[config.mk]
export PLATFORM = sky130hd
export DESIGN_NAME = game_flow_controller
export DESIGN_NICKNAME = d
export VERILOG_FILES = /design/src/rtl/game_pkg.sv /design/src/rtl/sync_edge.sv /design/src/rtl/game_flow_controller.sv
export SDC_FILE = /design/constraint.sdc
export NUM_CORES = 1
export LEC_CHECK = 0
export CELL_PAD_IN_SITES_DETAIL_PLACEMENT = 0
export CELL_PAD_IN_SITES_GLOBAL_PLACEMENT = 2
export CORE_ASPECT_RATIO = 1.4
export CORE_MARGIN = 8
export CORE_UTILIZATION = 35
export DETAILED_ROUTE_END_ITERATION = 8
export PLACE_DENSITY = 0.87
export SYNTH_ARGS = -nofsm -noshare
export SYNTH_HDL_FRONTEND = slang
export SYNTH_SLANG_ARGS = --single-unit
[constraint.sdc]
create_clock -name clk -period 5.7 [get_ports clk]
set_clock_uncertainty 0.2 [all_clocks]
set_input_delay 0.855 -clock clk [delete_from_list [all_inputs] [get_ports clk]]
set_output_delay 0.855 -clock clk [all_outputs]
set_load 0.005 [all_outputs]
[src/rtl/game_pkg.sv]
// Shared types and defaults for the game flow controller.
package game_pkg;

  localparam int TW_DEFAULT         = 16;
  localparam int HOLD_TICKS_DEFAULT = 150;

  typedef enum logic [1:0] {
    ST_IDLE = 2'b00,
    ST_RUN  = 2'b01,
    ST_DEAD = 2'b10,
    ST_HOLD = 2'b11
  } state_e;

endpackage

[src/rtl/sync_edge.sv]
// Two-flop synchronizer for an asynchronous level, followed by a registered
// rising-edge detector. All flops clear to zero in reset.
module sync_edge (
  input  logic clk,
  input  logic rst,
  input  logic din,
  output logic rise
);

  logic meta_q, meta_d;
  logic sync_q, sync_d;
  logic prev_q, prev_d;

  always_comb begin
    meta_d = din;
    sync_d = meta_q;
    prev_d = sync_q;
  end

  always_ff @(posedge clk or negedge rst) begin
    if (!rst) begin
      meta_q <= 1'b0;
      sync_q <= 1'b0;
      prev_q <= 1'b0;
    end else begin
      meta_q <= meta_d;
      sync_q <= sync_d;
      prev_q <= prev_d;
    end
  end

  assign rise = sync_q & ~prev_q;

endmodule

[src/rtl/game_flow_controller.sv]
// Game sequencing: IDLE -> RUN -> DEAD -> HOLD -> IDLE, with personal-record
// tracking of the longest survival time.
module game_flow_controller
  import game_pkg::*;
#(
  parameter int HOLD_TICKS = HOLD_TICKS_DEFAULT,
  parameter int TW         = TW_DEFAULT
) (
  input  logic          clk,
  input  logic          rst,
  input  logic          start,
  input  logic          dead_raw,
  input  logic          tick,
  input  logic [TW-1:0] elapsed,
  output logic          timer_run,
  output logic          timer_clear,
  output logic          game_active,
  output logic [TW-1:0] pr_value,
  output logic          pr_valid,
  output logic          new_pr,
  output logic [1:0]    state
);

  localparam logic [7:0] HOLD_LAST = 8'(HOLD_TICKS - 1);

  logic start_e;
  logic dead_e;

  state_e        state_q, state_d;
  logic [7:0]    hold_cnt_q, hold_cnt_d;
  logic [TW-1:0] pr_value_q, pr_value_d;
  logic          pr_valid_q, pr_valid_d;
  logic          new_pr_q, new_pr_d;
  logic          timer_clear_q, timer_clear_d;

  sync_edge u_start_sync (
    .clk  (clk),
    .rst  (rst),
    .din  (start),
    .rise (start_e)
  );

  sync_edge u_dead_sync (
    .clk  (clk),
    .rst  (rst),
    .din  (dead_raw),
    .rise (dead_e)
  );

  // timer_clear is registered, so it is high during the first RUN cycle
  always_comb begin
    state_d       = state_q;
    hold_cnt_d    = hold_cnt_q;
    pr_value_d    = pr_value_q;
    pr_valid_d    = pr_valid_q;
    new_pr_d      = 1'b0;
    timer_clear_d = 1'b0;
    case (state_q)
      ST_IDLE: begin
        if (start_e) begin
          state_d       = ST_RUN;
          timer_clear_d = 1'b1;
        end
      end
      ST_RUN: begin
        if (dead_e) begin
          state_d = ST_DEAD;
        end
      end
      ST_DEAD: begin
        state_d    = ST_HOLD;
        hold_cnt_d = 8'd0;
        if (!pr_valid_q || (elapsed > pr_value_q)) begin
          pr_value_d = elapsed;
          pr_valid_d = 1'b1;
          new_pr_d   = 1'b1;
        end
      end
      ST_HOLD: begin
        if (tick) begin
          hold_cnt_d = hold_cnt_q + 8'd1;
          if (hold_cnt_q == HOLD_LAST) begin
            state_d = ST_IDLE;
          end
        end
      end
      default: begin
        state_d = ST_IDLE;
      end
    endcase
  end

  always_ff @(posedge clk or negedge rst) begin
    if (!rst) begin
      state_q       <= ST_IDLE;
      hold_cnt_q    <= 8'd0;
      pr_value_q    <= '0;
      pr_valid_q    <= 1'b0;
      new_pr_q      <= 1'b0;
      timer_clear_q <= 1'b0;
    end else begin
      state_q       <= state_d;
      hold_cnt_q    <= hold_cnt_d;
      pr_value_q    <= pr_value_d;
      pr_valid_q    <= pr_valid_d;
      new_pr_q      <= new_pr_d;
      timer_clear_q <= timer_clear_d;
    end
  end

  assign timer_run   = (state_q == ST_RUN);
  assign game_active = (state_q == ST_RUN);
  assign timer_clear = timer_clear_q;
  assign pr_value    = pr_value_q;
  assign pr_valid    = pr_valid_q;
  assign new_pr      = new_pr_q;
  assign state       = state_q;

endmodule
==> results.sh <==
export IMPL_crit_path_start_kind="input port"
export IMPL_status="complete, no violations"
export IMPL_initial_core_util=0.356
export IMPL_cts_resized=0
export IMPL_top_level_ports=44
export IMPL_power_leakage_nw=1.13
export IMPL_cts_setup_buffers=0
export IMPL_first_global_vias=1418
export IMPL_antenna_cells=0
export IMPL_worstPathRequired_ps=5670
export IMPL_yosysSeqAreaShare=0.455
export IMPL_critPathLaunch="elapsed[1]"
export IMPL_dieArea_um2=8160
export IMPL_via_per_inst=4.79
export IMPL_min_period_ps=3310
export IMPL_ys_types=34
export IMPL_min_period_over_period=0.581
export IMPL_fp_dieW_um=78.6
export IMPL_drv_cap=0
export IMPL_r2r_start="pr_value[15]"
export IMPL_endpoint_kind="flip-flop"
export IMPL_min_from="u_start_sync.meta_q"
export IMPL_rsz0062_at_grt="false"
export IMPL_worst_pin_slew_ps=791
export IMPL_synth_warnings=0
export IMPL_track_usage=0.101
export IMPL_clock_path_buffers=2
export IMPL_finalWirelength_mm=3.83
export IMPL_path_class="in -> reg"
export IMPL_min_path_type="reg -> reg"
export IMPL_core_area_um2=5410
export IMPL_syn_cell_area_um2=1920
export IMPL_critical_path_arrival_ps=3280
export IMPL_crit_fanout=17
export IMPL_synth_edff_count=0
export IMPL_fmax_mhz=302
export IMPL_power_density_nw_per_um2=464
export IMPL_nFillCells=537
export IMPL_synth_main_ff_cell="dfrtp_1"
export IMPL_ys_async_sr_fraction=1.00
export IMPL_post_route_util=0.461
export IMPL_row_count=32
export IMPL_syn_to_final_growth_pct=29.5
export IMPL_clock_latency_ps=290
export IMPL_cts_sinks=35
export IMPL_holdBufCountCts=0
export IMPL_cts_tree="built"
export IMPL_drc=0
export IMPL_vias=1346
export IMPL_place_gp_congestion=0.740
export IMPL_clk_pin_slew_worst_paths_ps=80
export IMPL_cts_root_buffer="clkbuf_8"
export IMPL_grt_max_degree=36
export IMPL_syn_avg_cell_area_um2=11.7
export IMPL_ir_drop_mv=0.204
export IMPL_drt_pass1_iter_count=4
export IMPL_fin_tns_setup_ps=0
export IMPL_antenna_found_initial=0
export IMPL_slew_headroom=0.472
export IMPL_cts_made_buffers=5
export IMPL_wire_per_inst_um=13.6
export IMPL_synth_cells=165
export IMPL_die_h_um=104
export IMPL_hold_violations=0
export IMPL_dp_hpwl_mm=2.92
export IMPL_ant_nets=0
export IMPL_synth_fp_nets=209
export IMPL_layout_drive_gt1_share=0.146
export IMPL_grt_pass1_wl_mm=6.75
export IMPL_nNetsFinal=256
export IMPL_htreeDepth=2
export IMPL_grt_overflow_total=0
export IMPL_port_buffer_count=43
export IMPL_drtIter0Drc=41
export IMPL_setup_viol_count_final=0
export IMPL_slew_viol_final=0
export IMPL_ys_ff_latch=35
cell usage in the layout, fill, tap and decap left out, drive strengths merged:
master,synthesis,routed
buf,3,1
or2,1,1
a2111o,1,1
a31oi,2,2
nor3b,1,1
inv,21,21
a21o,1,1
clkinvlp,0,2
nand4,7,7
o22ai,1,1
o211ai,1,1
nand2,7,7
dfrtp,35,35
mux2,18,18
clkdlybuf4s50,0,42
clkinv,0,1
nand4bb,1,1
o41ai,1,1
nand4b,1,1
nor3,1,1
nand3b,1,1
or3,2,2
nand2b,2,2
and3,2,2
xor2,4,4
nor2,5,5
a21oi,9,9
ha,23,23
a221oi,1,1
nand3,2,2
clkbuf,0,5
nor2b,2,2
o21ai,9,9
per-layer routing:
layer | GRT usage | wire length [µm]
met2 | 0.153 | 1810
met3 | 0.0303 | 213
met4 | 0.0479 | 78
met1 | 0.127 | 1730
met5 | 0 | 0
stage by stage:
stage	cell area, µm²	hold slack (ps)	std cells	power, mW	worst slack, ps
final	2490	166	281	1.15	2390
after CTS	2490	170	281	1.18	2370
after detailed placement	2400	151	273	0.991	2070
after global placement	2400	134	273	0.984	2100
after floorplan	1920	131	165	0.755	2860
after global routing	2490	191	281	1.26	2270
synthesized netlist by cell type (2+ instances only):
| library cell | instances | area share |
|---|---|---|
| and3_1 | 2 | 0.0065 |
| or3_1 | 2 | 0.0065 |
| nand2b_1 | 2 | 0.0065 |
| a21oi_1 | 9 | 0.023 |
| o21ai_0 | 9 | 0.023 |
| nand3_1 | 2 | 0.0052 |
| ha_1 | 23 | 0.15 |
| mux2_2 | 9 | 0.053 |
| nand4_1 | 6 | 0.020 |
| dfrtp_1 | 35 | 0.46 |
| nor2_1 | 5 | 0.0098 |
| nor2b_1 | 2 | 0.0065 |
| mux2_4 | 9 | 0.070 |
| nand2_1 | 7 | 0.014 |
| inv_1 | 21 | 0.041 |
| xor2_1 | 4 | 0.018 |
flip-flops by register name, summed over array words and instances (netlist names):
signal / count
u_start_sync.prev_q: 1
u_start_sync.meta_q: 1
new_pr: 1
u_dead_sync.prev_d: 1
hold_cnt_q: 8
u_dead_sync.prev_q: 1
timer_clear: 1
u_dead_sync.meta_q: 1
pr_valid: 1
pr_value: 16
state: 2
u_start_sync.prev_d: 1
final cells by class:
| type | count | area, µm² | area share |
|---|---|---|---|
| clock buffer | 5 | 68.8 | 0.0276 |
| clock inverter | 3 | 20.0 | 0.00804 |
| inverter | 21 | 78.8 | 0.0317 |
| multi-input combinational | 106 | 936 | 0.376 |
| sequential | 35 | 876 | 0.352 |
| tap | 68 | 85.1 | 0.0342 |
| timing repair buffer | 43 | 425 | 0.171 |
worst max-delay path: stages:
cell,delay [ps]
clkdlybuf4s50_1,430
ha_1,300
nor2b_1,130
o211ai_1,110
a2111o_1,410
a31oi_4,630
mux2_2,410
path summary, 6_finish.rpt:
kind | to | slack [ps] | depth (start not counted)
min | u_start_sync.prev_d | 170 | 0
max reg2reg | pr_value[1] | 2990 | 6
min in group asynchronous | state[0] | 450 | 1
max | pr_value[1] | 2390 | 7
max in group asynchronous | pr_value[4] | 4360 | 1
min reg2reg | u_start_sync.prev_d | 170 | 0
report_power, final:
| part | switching, mW | total [mW] | internal, mW |
|---|---|---|---|
| Clock | 0.0963 | 0.181 | 0.0850 |
| Combinational | 0.232 | 0.579 | 0.346 |
| Sequential | 0.0636 | 0.394 | 0.331 |
| Total | 0.392 | 1.15 | 0.762 |
cell families (layout without fill, tap and decap cells):
kind of cell / count (synthesis) / count (layout) / share of synthesized area
buffers and inverters: 24 / 72 / 0.0579
and+or+nand+nor: 35 / 35 / 0.105
DFF: 35 / 35 / 0.455
xor gates and xnor gates: 4 / 4 / 0.0182
adders and majority gates: 23 / 23 / 0.150
muxes: 18 / 18 / 0.123
AOI/OAI and AO/OA: 26 / 26 / 0.0911
(Power assumes the default switching activity.)
